## src/rtl/wave_mode_sequencer.sv

```systemverilog
// Front-panel waveform selector for the DDS: debounced mode key, commit on phase wrap.
// Optional auto-scan stepping is built when AUTO_SCAN_EN is defined.
module wave_mode_sequencer #(
    parameter int DEB_W        = 20,
    parameter int DEB_MAX      = 999999,
    parameter int TO_W         = 24,
    parameter int WRAP_TIMEOUT = 5000000,
    parameter int SCAN_PERIODS = 1000
) (
    input  logic       clk,
    input  logic       reset,
    input  logic       key_mode,
    input  logic       key_scan,
    input  logic       phase_wrap,
    output logic [1:0] OutMode,
    output logic       mode_pending,
    output logic       scan_active
);

    typedef enum logic {IDLE = 1'b0, PENDING = 1'b1} state_t;

`ifdef AUTO_SCAN_EN
    localparam int NK = 2;
`else
    localparam int NK = 1;
`endif

    localparam logic [DEB_W-1:0] DEB_LAST = DEB_W'(DEB_MAX - 1);
    localparam logic [TO_W-1:0]  TO_LAST  = TO_W'(WRAP_TIMEOUT);

    logic [NK-1:0]    key_raw;
    logic [NK-1:0]    sync1_q, sync1_d;
    logic [NK-1:0]    sync2_q, sync2_d;
    logic [NK-1:0]    stable_q, stable_d;
    logic [NK-1:0]    press_q, press_d;
    logic [DEB_W-1:0] deb_cnt_q [NK];
    logic [DEB_W-1:0] deb_cnt_d [NK];

    state_t          state_q, state_d;
    logic [1:0]      mode_q, mode_d;
    logic [1:0]      next_q, next_d;
    logic [TO_W-1:0] to_cnt_q, to_cnt_d;
    logic            pending_q, pending_d;
    logic            mode_press;

`ifdef AUTO_SCAN_EN
    localparam logic [15:0] SCAN_LAST = 16'(SCAN_PERIODS - 1);

    logic        scan_q, scan_d;
    logic [15:0] wraps_q, wraps_d;
    logic        scan_press;

    assign key_raw     = {key_scan, key_mode};
    assign scan_press  = press_q[1];
    assign scan_active = scan_q;
`else
    logic unused_scan_key;

    assign key_raw         = key_mode;
    assign unused_scan_key = key_scan;
    assign scan_active     = 1'b0;
`endif

    assign mode_press   = press_q[0];
    assign OutMode      = mode_q;
    assign mode_pending = pending_q;

    // A key level is accepted after DEB_MAX consecutive synced cycles that differ
    // from the stable level; only the released-to-pressed edge emits a pulse.
    always_comb begin
        sync1_d  = key_raw;
        sync2_d  = sync1_q;
        stable_d = stable_q;
        press_d  = '0;
        for (int k = 0; k < NK; k++) begin
            deb_cnt_d[k] = '0;
            if (sync2_q[k] != stable_q[k]) begin
                if (deb_cnt_q[k] == DEB_LAST) begin
                    stable_d[k] = sync2_q[k];
                    press_d[k]  = ~sync2_q[k];
                end else begin
                    deb_cnt_d[k] = deb_cnt_q[k] + DEB_W'(1);
                end
            end
        end
    end

    always_comb begin
        state_d  = state_q;
        mode_d   = mode_q;
        next_d   = next_q;
        to_cnt_d = to_cnt_q;

        if (state_q == IDLE) begin
            if (mode_press) begin
                next_d   = mode_q + 2'd1;
                to_cnt_d = '0;
                state_d  = PENDING;
            end
        end else begin
            // A press landing on the commit cycle is folded into the committed mode.
            if (phase_wrap || (to_cnt_q == TO_LAST)) begin
                mode_d  = next_q + {1'b0, mode_press};
                state_d = IDLE;
            end else begin
                to_cnt_d = to_cnt_q + TO_W'(1);
                if (mode_press) begin
                    next_d = next_q + 2'd1;
                end
            end
        end

`ifdef AUTO_SCAN_EN
        scan_d  = scan_q;
        wraps_d = wraps_q;
        if (mode_press) begin
            scan_d = 1'b0;
        end else if (scan_press) begin
            scan_d  = ~scan_q;
            wraps_d = '0;
        end else if (scan_q && phase_wrap && (state_q == IDLE)) begin
            if (wraps_q == SCAN_LAST) begin
                mode_d  = mode_q + 2'd1;
                wraps_d = '0;
            end else begin
                wraps_d = wraps_q + 16'd1;
            end
        end
`endif

        pending_d = (state_d == PENDING);
    end

    always_ff @(posedge clk or negedge reset) begin
        if (!reset) begin
            sync1_q  <= '1;
            sync2_q  <= '1;
            stable_q <= '1;
            press_q  <= '0;
            for (int k = 0; k < NK; k++) begin
                deb_cnt_q[k] <= '0;
            end
            state_q   <= IDLE;
            mode_q    <= 2'b01;
            next_q    <= 2'b01;
            to_cnt_q  <= '0;
            pending_q <= 1'b0;
`ifdef AUTO_SCAN_EN
            scan_q  <= 1'b0;
            wraps_q <= '0;
`endif
        end else begin
            sync1_q  <= sync1_d;
            sync2_q  <= sync2_d;
            stable_q <= stable_d;
            press_q  <= press_d;
            for (int k = 0; k < NK; k++) begin
                deb_cnt_q[k] <= deb_cnt_d[k];
            end
            state_q   <= state_d;
            mode_q    <= mode_d;
            next_q    <= next_d;
            to_cnt_q  <= to_cnt_d;
            pending_q <= pending_d;
`ifdef AUTO_SCAN_EN
            scan_q  <= scan_d;
            wraps_q <= wraps_d;
`endif
        end
    end

endmodule

```

## config.mk

```make
export PLATFORM = sky130hd
export DESIGN_NAME = wave_mode_sequencer
export DESIGN_NICKNAME = d
export VERILOG_FILES = /design/src/rtl/wave_mode_sequencer.sv
export SDC_FILE = /design/constraint.sdc
export NUM_CORES = 1
export LEC_CHECK = 0
export BUFFER_PORTS_ARGS = -buffer_cell sky130_fd_sc_hd__buf_2
export CAP_MARGIN = 20
export CORE_UTILIZATION = 40
export DETAILED_ROUTE_END_ITERATION = 10
export SYNTH_ARGS = -nofsm -noshare
export SYNTH_HDL_FRONTEND = slang
export SYNTH_SLANG_ARGS = --single-unit
```

## constraint.sdc

```tcl
create_clock -name clk -period 2.2 [get_ports clk]
set_input_delay 0.22 -clock clk [delete_from_list [all_inputs] [get_ports clk]]
set_output_delay 0.22 -clock clk [all_outputs]
set_load 0.01 [all_outputs]
```

# Word-level counts from Yosys, hierarchy flattened

Index checks and enable logic that the tools add are counted.

Logic and storage cells: 40
Bits in writable memories: 0
Input port bits: 5
Register bits: 53
Output and inout bits: 4
Bits in read-only memories: 0
Memories: 0
Bits in latches: 0

Shift operators: 0
Bitwise operators: 1
Add/subtract/negate cells: 5
Mux-type cells: 14
Equal/unequal tests: 4
$mul: 0
Reductions and logical operators: 7
Order comparisons: 0
Divide/modulo/power cells: 0

Operators with widths:

| operator                                              | number |
|---|---|
| two-way mux 24 bit                                    | 3 |
| two-way mux 20 bit                                    | 2 |
| adder 24 x 1 -> 24 bit, second input constant         | 1 |
| equality test 24 x 23 -> 1 bit, second input constant | 1 |
| adder 20 x 1 -> 20 bit, second input constant         | 1 |
| equality test 20 bit, second input constant           | 1 |
| two-way mux 2 bit                                     | 4 |
| AND reduction 2 bit                                   | 3 |
| two-way mux 1 bit                                     | 5 |
| adder 2 x 1 -> 2 bit, second input constant           | 2 |
| nonzero test 2 bit                                    | 2 |
| AND reduction 3 bit                                   | 1 |
| adder 2 x 1 -> 2 bit                                  | 1 |
| inequality test 2 bit, second input constant          | 1 |
| logical OR 1 bit                                      | 1 |
| inequality test 1 bit                                 | 1 |
| NOT 1 bit                                             | 1 |

# Depth between registers and ports, before layout

Word-level depth: 4
Depth in mapped cells: 8
Mapped depth without buffers: 7

# Least setup slack after synthesis

OpenSTA, ideal clock, no wires.

Path kind: reg2reg
Start point: register to_cnt_q[0]
End point: register to_cnt_q[14]
Period minus slack after synthesis: 2.074 ns
Path slack: 0.126 ns
Setup time: 0.078 ns
Path buffers: 0
Arrival: 1.997 ns
Stages on the path, launching flop included: 7
Required time: 2.122 ns
Cells stage by stage: dfrtp_1 ha_1 nand4_2 or3_4 or3_4 or4_1 a21boi_1

Cells in the longest elaborated chain, start to end: 4
Elaborated cells on any way between the ends: 7
Those cells by class: 1 x add/sub; 2 x eq/ne; 2 x mux; 2 x reduce/logical

Ends and longest elaborated chain:

| element                                                                        | RTL line | source |
|---|---|---|
| start: declaration                                                             | 42       | `logic [TO_W-1:0] to_cnt_q, to_cnt_d;` |
| start signal: assignment                                                       | 163      | `to_cnt_q <= to_cnt_d;` |
| parallel branches: the longest is 4 deep, another holds adder 24 x 1 -> 24 bit | -        |  |

Several ways; the timed one is not identified. The select of a mux whose other input is x is not followed.
A chain may end at the register's enable or synchronous reset.

# Worst setup path in the final report

Start point: register to_cnt_q[1]
End point: register to_cnt_q[14]

Same word-level chain as after synthesis.

==> flow_metrics.tcl <==
set metrics [dict create \
    grt_max_degree 54 \
    initial_core_util 0.4239 \
    die_height_um 85.20 \
    irDropWorstVdd_mv 0.4192 \
    place.gp.congestion 0.8147 \
    cts_buffers 5 \
    route.detailed.drc 0 \
    syn-mean-instance-area_um2 9.715 \
    first_pass_iters 4 \
    drv_slew 0 \
    core_mm2 0.006531 \
    synth_edf_count 0 \
    min_period_ns 2.095 \
    clk_pin_slew_worst_paths_ns 0.10 \
    worst_pin_slew_ns 0.6721 \
    critPathSlowestCell "dfrtp_1" \
    status "finished, final reports clean" \
    cts_root_buf "clkbuf_8" \
    syn_inst 285 \
    critical_path.max_fanout 4 \
    ant_nets 0 \
    ys_types 47 \
    layout_common_cells "dfrtp_1 (47), nand2_1 (37), nor2_1 (27), nand3_1 (20), buf_4 (15)" \
    ys_async_sr_fraction 1.000 \
    syn-num-nets 295 \
    max_freq_mhz 477.3 \
    h-tree-depth 2 \
    die_w_um 85.20 \
    cp_data_required_time_ns 2.44 \
    power_mw 1.836 \
    whs_ns 0.01570 \
    cp-end-kind "flop" \
    grt_usage 0.1652 \
    num_rows 29 \
    cts_tree "done" \
    grt_remaining_overflow 0 \
    path_class "reg2reg" \
    finalSetupViolCount 0 \
    num_vias 2070 \
    worstSetupStartpointType "flop" \
    finalHoldViolCount 0 \
    slowest_delay_ns 0.42 \
    fin_cells 384 \
    io_buffers 6 \
    yosysWarnings 0 \
    cpMostUsedCell "or3_4" \
    grt_first_pass_wirelength_um 9356 \
    dp_hpwl_um 3683 \
    cts_max_path_buffers 2 \
    synth-seq-area-share 0.4812 \
    dieArea_mm2 0.007259 \
    io-pin-count 9 \
    via_per_inst 5.391 \
    synth_area_mm2 0.002769 \
    crit_arrival_ns 2.34 \
    antenna_cells 0 \
    antenna_found_initial 0 \
    ff2ff_path_depth 6 \
    final_layout_size_suffix_gt1_frac 0.1694 \
    post_drt_wl_per_cell_um 14.09 \
    post-route-period-util 0.9524 \
    dpl.cell_count 373 \
    drtIter0Drc 127 \
    clk_latency_ns 0.31 \
    finalClockSkew_ns 0.004436 \
    synth_flop_cell "dfrtp_1" \
    nets 316 \
    final_common_cell "dfrtp_1" \
    area.growth.synth_to_final_pct 14.41 \
    leakagePower_nw 1.398 \
    cap_violations 0 \
    path_cells "ha_4, nand4_2, or3_4, or3_4, or4_1, a21boi_1" \
    hp-class "in2async" \
    synth_seq_cells 53 \
    p_per_area_mw_per_mm2 579.6 \
    clock_sinks 53 \
    grt_pass1_vias 2048 \
    wl_um 5412 \
    relSlewSlack 0.5519 \
]
## critical path, delay by kind of cell, from the launching register on
kind                     cells  cell delay (ns)
AND/OR/NAND/NOR              4             1.27
flip-flops                   1             0.42
adder cells (fa/ha/maj)      1             0.18
AO/OA/AOI/OAI                1             0.15
## path summary, 6_finish.rpt
kind                       slack (ns)           end   startpoint
min reg2reg                      0.36       sync2_q      sync1_q
max reg2reg                      0.10  to_cnt_q[14]  to_cnt_q[1]
max                              0.10  to_cnt_q[14]  to_cnt_q[1]
max in group asynchronous        1.70   to_cnt_q[0]        reset
min                              0.02   to_cnt_q[8]        reset
min in group clk                 0.36       sync2_q      sync1_q
## synthesized netlist by cell type, types with 7 or more instances
library cell / count / share of area
dfrtp_1: 48 / 0.43
xnor2_1: 11 / 0.035
xor2_1: 12 / 0.038
nand4_1: 11 / 0.025
nand2_1: 38 / 0.052
mux2i_1: 11 / 0.040
a21oi_1: 7 / 0.013
nand3_1: 20 / 0.036
nor4_1: 7 / 0.016
inv_1: 11 / 0.015
nor2_1: 27 / 0.037
## through the flow
step / cell area [µm²] / utilization / worst slack (ns) / TNS, ns
after detailed placement: 2964 / 0.4538 / 0.01204 / 0
after global placement: 2964 / 0.4538 / 0.0006521 / 0
after global routing: 3168 / 0.4851 / -0.007915 / -0.007915
final: 3168 / 0.4851 / 0.1047 / 0
after CTS: 3118 / 0.4774 / 0.01621 / 0
after floorplan: 2769 / - / 0.1257 / 0
## area by class of cell
class                           count  area, µm²
Timing Repair Buffer               23      172.7
Clock buffer                        5      68.82
Fill cell                         633       3363
Sequential cell                    53       1334
Tap cell                           77      96.34
Clock inverter                      3      68.82
Multi-Input combinational cell    212       1386
Inverter                           11      41.29
## sequential cells by signal, summed over array words and instances, names as in the netlist
register      flops
stable_q          1
OutMode           2
sync1_q           1
to_cnt_q         24
sync2_q           1
next_q            2
mode_pending      1
mode_press        1
deb_cnt_q        20
## layer usage
| layer | global-route usage | share of wire | up-vias |
|---|---|---|---|
| li1 | - | - | 1061 |
| met4 | 0.08629 | 0.020 | 0 |
| met2 | 0.2749 | 0.49 | 13 |
| met3 | 0.03016 | 0.018 | 7 |
| met5 | 0 | 0 | - |
| met1 | 0.2050 | 0.47 | 989 |
## kinds of logic after synthesis
kind of cell / Yosys count / synth area share
AND/OR/NAND/NOR: 134 / 0.2490
flip-flops: 53 / 0.4812
AO/OA/AOI/OAI: 35 / 0.08857
XOR/XNOR: 23 / 0.07275
buffers and inverters: 20 / 0.03253
multiplexers: 14 / 0.05197
adder cells (fa/ha/maj): 5 / 0.02259
other: 1 / 0.001354
## power breakdown
group          internal [mW]  switching (mW)  total [mW]
combinational         0.0156          0.0346      0.0502
sequential             0.982         0.00929       0.992
clock                  0.458           0.336       0.794
## timing repair
item	in CTS	in global routing
pin swaps	0	3
hold buffers	1	0
endpoints found under the hold margin	1	0
setup buffers	0	2
gates resized for setup	1	7
setup endpoints to repair	19	22
Note: power is estimated with default switching activity, not from simulation.
